[src/rtl/fwd_pkg.sv]
// ============================================================================
// Module  : fwd_pkg
// Brief   : Shared types and helpers for the forwarding scoreboard.
// Revision: 1.0
// ============================================================================
`default_nettype none

package fwd_pkg;

  // Entry fields are sized for the largest supported configuration.
  localparam int FWD_RD_W   = 8;
  localparam int FWD_LAT_W  = 8;
  localparam int FWD_SEL_RF = 0;

  typedef struct packed {
    logic                 valid;
    logic [FWD_RD_W-1:0]  rd;
    logic [FWD_LAT_W-1:0] rdy_at;
  } fwd_entry_t;

  function automatic logic [FWD_LAT_W-1:0] fwd_clamp(input logic [FWD_LAT_W-1:0] lat,
                                                     input int depth);
    if (lat == '0) begin
      return FWD_LAT_W'(1);
    end else if (int'(lat) > depth) begin
      return FWD_LAT_W'(depth);
    end else begin
      return lat;
    end
  endfunction

endpackage

`default_nettype wire

[src/rtl/fwd_scoreboard_match.sv]
// ============================================================================
// Module  : fwd_match
// Brief   : Youngest-producer priority match for one source operand.
// Revision: 1.0
// ============================================================================
`default_nettype none

module fwd_match
  import fwd_pkg::*;
#(
  parameter int DEPTH = 3,
  parameter int AW    = 5,
  parameter int SW    = 2
) (
  input  fwd_entry_t [DEPTH:1] ent_i,
  input  logic                 used_i,
  input  logic [AW-1:0]        addr_i,
  output logic                 hit_o,
  output logic [SW-1:0]        sel_o,
  output logic                 stall_o
);

  // The oldest entry is already in the register file and never matches.
  logic unused_oldest;
  assign unused_oldest = ^ent_i[DEPTH];

  // Scan oldest to youngest so the smallest stage index overwrites the result.
  always_comb begin
    hit_o   = 1'b0;
    sel_o   = SW'(FWD_SEL_RF);
    stall_o = 1'b0;
    for (int k = DEPTH - 1; k >= 1; k--) begin
      if (used_i && (addr_i != '0) && ent_i[k].valid &&
          (ent_i[k].rd == FWD_RD_W'(addr_i))) begin
        hit_o   = 1'b1;
        sel_o   = SW'(k + 1);
        stall_o = (ent_i[k].rdy_at > FWD_LAT_W'(k + 1));
      end
    end
  end

endmodule

`default_nettype wire

[src/rtl/fwd_scoreboard.sv]
// ============================================================================
// Module  : fwd_scoreboard
// Brief   : Parametrised in-flight writer tracker with per-operand forward
//           select and self-inserted load-use bubble. FWD_PERF_CNT_EN adds
//           saturating stall/forward counters.
// Revision: 1.0
// ============================================================================
`default_nettype none

module fwd_scoreboard
  import fwd_pkg::*;
#(
  parameter int NUM_REGS = 32,
  parameter int AW       = $clog2(NUM_REGS),
  parameter int DEPTH    = 3,
  parameter int NUM_SRC  = 2,
  parameter int SW       = $clog2(DEPTH + 1)
) (
  input  logic                  clk_i,
  input  logic                  rst_n_i,
  input  logic                  hold_i,
  input  logic                  flush_i,
  input  logic                  iss_valid_i,
  input  logic                  iss_regwrite_i,
  input  logic [AW-1:0]         iss_rd_i,
  input  logic [SW-1:0]         iss_lat_i,
  input  logic [NUM_SRC*AW-1:0] src_addr_i,
  input  logic [NUM_SRC-1:0]    src_used_i,
  output logic [NUM_SRC*SW-1:0] fwd_sel_o,
  output logic                  stall_o
`ifdef FWD_PERF_CNT_EN
  ,
  output logic [31:0]           stall_cnt_o,
  output logic [31:0]           fwd_cnt_o
`endif
);

  fwd_entry_t [DEPTH:1]  ent_q, ent_d;
  logic [NUM_SRC*SW-1:0] fwd_sel_q, fwd_sel_d;
  logic [NUM_SRC-1:0]    op_hit, op_stall;
  logic [NUM_SRC*SW-1:0] op_sel;
  logic                  issue;

  genvar j;
  generate
    for (j = 0; j < NUM_SRC; j++) begin : g_src
      fwd_match #(.DEPTH(DEPTH), .AW(AW), .SW(SW)) u_match (
        .ent_i   (ent_q),
        .used_i  (src_used_i[j]),
        .addr_i  (src_addr_i[j*AW +: AW]),
        .hit_o   (op_hit[j]),
        .sel_o   (op_sel[j*SW +: SW]),
        .stall_o (op_stall[j])
      );
    end
  endgenerate

  assign stall_o = iss_valid_i & ~flush_i & (|op_stall);
  assign issue   = iss_valid_i & ~stall_o & ~flush_i & ~hold_i;

  always_comb begin
    ent_d     = ent_q;
    fwd_sel_d = fwd_sel_q;
    if (!hold_i) begin
      for (int k = DEPTH; k >= 2; k--) begin
        ent_d[k] = ent_q[k-1];
      end
      ent_d[1] = '0;
      fwd_sel_d = '0;
      if (issue) begin
        ent_d[1].valid  = iss_regwrite_i & (iss_rd_i != '0);
        ent_d[1].rd     = FWD_RD_W'(iss_rd_i);
        ent_d[1].rdy_at = fwd_clamp(FWD_LAT_W'(iss_lat_i), DEPTH);
        fwd_sel_d       = op_sel;
      end
    end
  end

  always_ff @(posedge clk_i or negedge rst_n_i) begin
    if (!rst_n_i) begin
      ent_q     <= '0;
      fwd_sel_q <= '0;
    end else begin
      ent_q     <= ent_d;
      fwd_sel_q <= fwd_sel_d;
    end
  end

  assign fwd_sel_o = fwd_sel_q;

`ifdef FWD_PERF_CNT_EN
  logic [31:0] stall_cnt_q, stall_cnt_d;
  logic [31:0] fwd_cnt_q, fwd_cnt_d;
  logic [32:0] fwd_sum;
  logic [31:0] fwd_inc;

  always_comb begin
    fwd_inc = '0;
    for (int s = 0; s < NUM_SRC; s++) begin
      fwd_inc = fwd_inc + 32'(op_hit[s] & issue);
    end
    fwd_sum     = {1'b0, fwd_cnt_q} + {1'b0, fwd_inc};
    stall_cnt_d = stall_cnt_q;
    fwd_cnt_d   = fwd_cnt_q;
    if (!hold_i) begin
      if (stall_o && (stall_cnt_q != '1)) begin
        stall_cnt_d = stall_cnt_q + 32'd1;
      end
      fwd_cnt_d = fwd_sum[32] ? '1 : fwd_sum[31:0];
    end
  end

  always_ff @(posedge clk_i or negedge rst_n_i) begin
    if (!rst_n_i) begin
      stall_cnt_q <= '0;
      fwd_cnt_q   <= '0;
    end else begin
      stall_cnt_q <= stall_cnt_d;
      fwd_cnt_q   <= fwd_cnt_d;
    end
  end

  assign stall_cnt_o = stall_cnt_q;
  assign fwd_cnt_o   = fwd_cnt_q;
`else
  logic unused_hit;
  assign unused_hit = ^op_hit;
`endif

endmodule

`default_nettype wire

[config.mk]
export PLATFORM = sky130hd
export DESIGN_NAME = fwd_scoreboard
export DESIGN_NICKNAME = d
export VERILOG_FILES = /design/src/rtl/fwd_pkg.sv /design/src/rtl/fwd_scoreboard_match.sv /design/src/rtl/fwd_scoreboard.sv
export SDC_FILE = /design/constraint.sdc
export NUM_CORES = 1
export LEC_CHECK = 0
export CORE_MARGIN = 1.5
export CORE_UTILIZATION = 49
export DETAILED_ROUTE_END_ITERATION = 6
export PLACE_DENSITY = 0.82
export SLEW_MARGIN = 15
export SYNTH_ARGS = -nofsm -noshare
export SYNTH_HDL_FRONTEND = slang
export SYNTH_SLANG_ARGS = --single-unit
[constraint.sdc]
create_clock -name clk_i -period 5.1 [get_ports clk_i]
set_clock_uncertainty 0.1 [all_clocks]
set_input_delay 0.51 -clock clk_i [delete_from_list [all_inputs] [get_ports clk_i]]
set_output_delay 0.51 -clock clk_i [all_outputs]
set_load 0.005 [all_outputs]
==> out/metrics.sh <==
INTERNAL_POWER_uW=214
STATIC-LEAKAGE-POWER_uW=0.000507
PLACED_CELL_AREA_UM2=1320
CTSRESIZECOUNT=0
POST_SYNTHESIS_SHARE_OF_CELL_AREA_SPENT_ON_XOR_AND_XNOR_GATES_PCT=17.1
SYNTHESIS_STAGE_REGISTER_BIT_COUNT=18
MIN_PATH_TYPE='reg2reg'
WORST_SLEW_PIN_SLEW_NS=0.770
HOLDCRITSTARTPOINT='fwd_sel_o[0]'
CLOCKBUFFERDEPTH=2
ANTENNA_FOUND_INITIAL=0
YOSYSWARNINGCOUNT=0
CTS-HOLD-FIX-BUFFERS=0
DRT_ITER0_DRC=17
GPL.FINAL_WEIGHTED_CONGESTION=0.773
P_SWITCHING_uW=70.5
TRITONCTS_CLOCK_TREE='done'
CLKLATENCYLATEPIN_NS=0.28
MOSTFREQUENTLAYOUTCELL='sky130_fd_sc_hd__clkdlybuf4s50_1'
DRT-PASS1-ITER-COUNT=4
LARGEST_NET_DEGREE_AT_THE_START_OF_GLOBAL_ROUTING=20
FIN_CRIT_NS=3.42
TIMING_MAX_TRANSITION_VIOLATIONS_FINAL=0
N_FILL_CELL=164
POST-CTS-SETUP-BUFFERS=0
SYNTH.MUX.AREA_FRACTION_PCT=6.61
SEQPWRFRAC_PCT=55.9
SETUP_REPAIR_AFTER_GLOBAL_ROUTING_MISSED_ITS_MARGIN='false'
FIN_CRIT_SH_PCT=67.1
FMAX_MHz=292
GATE_COUNT_AFTER_TECHNOLOGY_MAPPING=89
DATA_ARRIVAL_TIME_OF_THE_WORST_PATH_NS=2.81
IO_PINS=30
FP.DIEH_UM=48.7
CP-START-KIND='input port'
POWER.SHARE.CLOCK_PCT=23.4
WORSTSETUPENDPOINT='stall_o'
NUMBER_OF_DISTINCT_LIBRARY_CELL_VARIANTS_IN_THE_GATE_LEVEL_NETLIST_AFTER_SYNTHESIS=25
SYNTH_SIMPLE_GATE_AREA_SHARE_PCT=13.7
GR-TOTAL-OVERFLOW=0
VIAS_IN_THE_FIRST_GLOBAL_ROUTE=827
SWITCHING_SHARE_PCT=24.8
FLOORPLAN.INITIALDENSITY_PCT=52.1
DPL_WORST_SLACK_NS=1.70
DETAILED_PLACE_HPWL_UM=1720
R2R_SLACK_NS=3.11
DRT.ANTENNA.VIOLATING_NETS=0
SETUP.WORST_PATH.CLASS='in2out'
DRIVE_ABOVE_1_SHARE_PCT=12.8
NUMBER_OF_CLOCK_BUFFERS_INSERTED_BY_TRITONCTS=3
WORST_SETUP_HOLD_PATH_CLK_SLEW_NS=0.09
CRITICAL_PATH_REQUIRED_NS=4.49
DIEWIDTH_UM=48.7
SYNTHESIZED_NETS=114
HTREE_NUM_LEVELS=1
STD_CELL_ROWS=16
VIAS=826
VDD.IR_DROP.WORST_mV=0.156
FINISH.INSTANCE_AREA_UM2=1350
WORSTSETUPENDPOINTTYPE='primary output'
CLKSINKCOUNT=18
LAYOUT.CELLS.MOST_COMMON_LIST='sky130_fd_sc_hd__clkdlybuf4s50_1 (29), sky130_fd_sc_hd__xnor2_1 (20), sky130_fd_sc_hd__dfrtp_1 (18)'
POST_SYNTH_INSTANCE_AREA_UM2=1020
CTS-ROOT-BUF='sky130_fd_sc_hd__clkbuf_4'
INSERTEDDIODECOUNT=0
REGTOREGSTARTPOINT='ent_q[9]'
NUMPLACEDINSTANCES=141
GRT_FIRST_PASS_WIRELENGTH_UM=3750
RELATIVE_CONTRIBUTION_OF_COMBINATIONAL_CELLS_TO_TOTAL_POWER_PCT=20.7
MULTI_INPUT_AREA_UM2=554
VIASPERCELL=5.74
FINALHOLDVIOLATIONS=0
COMBINATIONAL_FAMILY_WITH_THE_MOST_AREA_AFTER_SYNTHESIS='XOR/XNOR gates'
AREA.GROWTH.SYNTH_TO_FINAL_PCT=32.2
POST_ROUTE_SETUP_TNS_NS=0
TIMING.REG2REG.WORST_PATH_DEPTH=5
NUMBER_OF_PORT_BUFFERS=29
SETUP_VIOL=0
TOTAL_POWER_uW=284
RESULT_OF_THE_RUN='finished, final reports clean'
R2R-END='ent_q[9]'
SYNTH_AREA_PER_CELL_UM2=11.5
SYNTH.YOSYS.SEQ_AREA_SHARE_PCT=44.1
AREA.SEQUENTIAL_UM2=450
ADDER_CELL_FRACTION_OF_SYNTH_AREA_PCT=0
STD_CELL_CORE_AREA_UM2=1960
FIN_NETS=144
TOTAL_ROUTING_USAGE_GR_PCT=20.2
LAYOUT.CELLS.NON_FILLER=144
DIE_AREA_UM2=2370
WIRELENGTH_UM=2220
CAP_VIOL_MAX_COUNT=0
CRIT_FANOUT=11
ROUTE.DETAILED.DRC=0
FRACTION_OF_THE_MAPPED_NETLIST_AREA_IN_COMPOUND_GATES_PCT=16.3
TIMING.CRITICAL_PATH.FROM='src_addr_i[1]'
WL_PER_CELL_UM=15.4
SETUP_SLACK_NS=1.68
SLEW_HEADROOM_PCT=48.5
POWER.DENSITY_CELL_AREA_nW_PER_UM2=210
==> per-stage QoR <==
step           hold slack [ns]  util [%]
2_1_floorplan            0.114         -
3_3_place_gp             0.382      67.5
3_5_place_dp             0.384      67.5
4_1_cts                  0.408      68.6
5_1_grt                  0.432      68.9
6_report                 0.399      68.9
==> kinds of logic (layout without fill, tap and decap cells) <==
group,count (synthesis),in the layout
compound gates,18,18
xor+xnor,20,20
flops,18,18
simple gates,23,23
mux,6,6
buf+inv,4,32
==> cell type report <==
class	count	area share, %
repair buffers	29	21.5
multi-input cells	67	41.0
well taps	27	2.50
clock buffers	3	1.67
flip-flops and latches	18	33.3
==> cell usage after synthesis <==
master | instances | share of area, %
sky130_fd_sc_hd__or4_4 | 1 | 1.1
sky130_fd_sc_hd__o311a_1 | 1 | 0.98
sky130_fd_sc_hd__nand2b_1 | 1 | 0.61
sky130_fd_sc_hd__nor3b_1 | 2 | 1.5
sky130_fd_sc_hd__dfrtp_1 | 18 | 44
sky130_fd_sc_hd__buf_6 | 1 | 1.1
sky130_fd_sc_hd__nand3_1 | 1 | 0.49
sky130_fd_sc_hd__o21a_1 | 2 | 1.5
sky130_fd_sc_hd__a22o_1 | 3 | 2.6
sky130_fd_sc_hd__o21ai_2 | 2 | 1.7
sky130_fd_sc_hd__o211ai_2 | 1 | 1.2
sky130_fd_sc_hd__a32o_1 | 8 | 7.8
sky130_fd_sc_hd__clkbuf_1 | 3 | 1.1
sky130_fd_sc_hd__xnor2_1 | 20 | 17
sky130_fd_sc_hd__nor2b_1 | 1 | 0.61
sky130_fd_sc_hd__nand2_1 | 5 | 1.8
sky130_fd_sc_hd__mux2_2 | 6 | 6.6
sky130_fd_sc_hd__or4_1 | 1 | 0.73
sky130_fd_sc_hd__nand3b_1 | 1 | 0.73
sky130_fd_sc_hd__nor3_1 | 3 | 1.5
sky130_fd_sc_hd__nor3_2 | 1 | 0.98
sky130_fd_sc_hd__nand4_1 | 4 | 2.4
sky130_fd_sc_hd__o21ai_0 | 1 | 0.49
sky130_fd_sc_hd__and3_1 | 1 | 0.61
sky130_fd_sc_hd__or3_1 | 1 | 0.61
==> worst min-delay path by stage <==
stage | end | slack, ns | cells after the start
floorplan | ent_q[0] | 0.11 | 0
finish | fwd_sel_o[0] | 0.40 | 2
CTS | fwd_sel_o[0] | 0.41 | 2
detailed placement | fwd_sel_o[0] | 0.38 | 2
global placement | fwd_sel_o[0] | 0.38 | 2
global route | fwd_sel_o[2] | 0.43 | 1
==> registers in the layout (all words and copies together), names as in the netlist <==
register and flops:
ent_q 14, fwd_sel_o 4
==> critical path, cell delays in order <==
cell and delay, ns:
sky130_fd_sc_hd__clkdlybuf4s50_1 0.47, sky130_fd_sc_hd__or4_4 0.56, sky130_fd_sc_hd__o21ai_2 0.17, sky130_fd_sc_hd__nor3_2 0.10, sky130_fd_sc_hd__o211ai_2 0.43, sky130_fd_sc_hd__nor3b_1 0.10
sky130_fd_sc_hd__clkdlybuf4s50_1 0.46
==> metal layers <==
metal,up-vias,part of all wire (%),track usage (%)
met3,4,4.9,4.01
li1,397,-,-
met2,23,47,32.6
met1,402,47,27.0
met4,0,1.4,7.14
met5,-,0,0
==> power groups by stage <==
stage          combinational (uW)  sequential [uW]  clock, uW
5_1_grt                      63.5              160       75.4
2_1_floorplan                29.9              159          0
4_1_cts                      59.1              159       69.6
3_3_place_gp                 57.4              162          0
3_5_place_dp                 58.6              162          0
6_report                     58.8              159       66.5
Power figures use the tool's default switching activity.
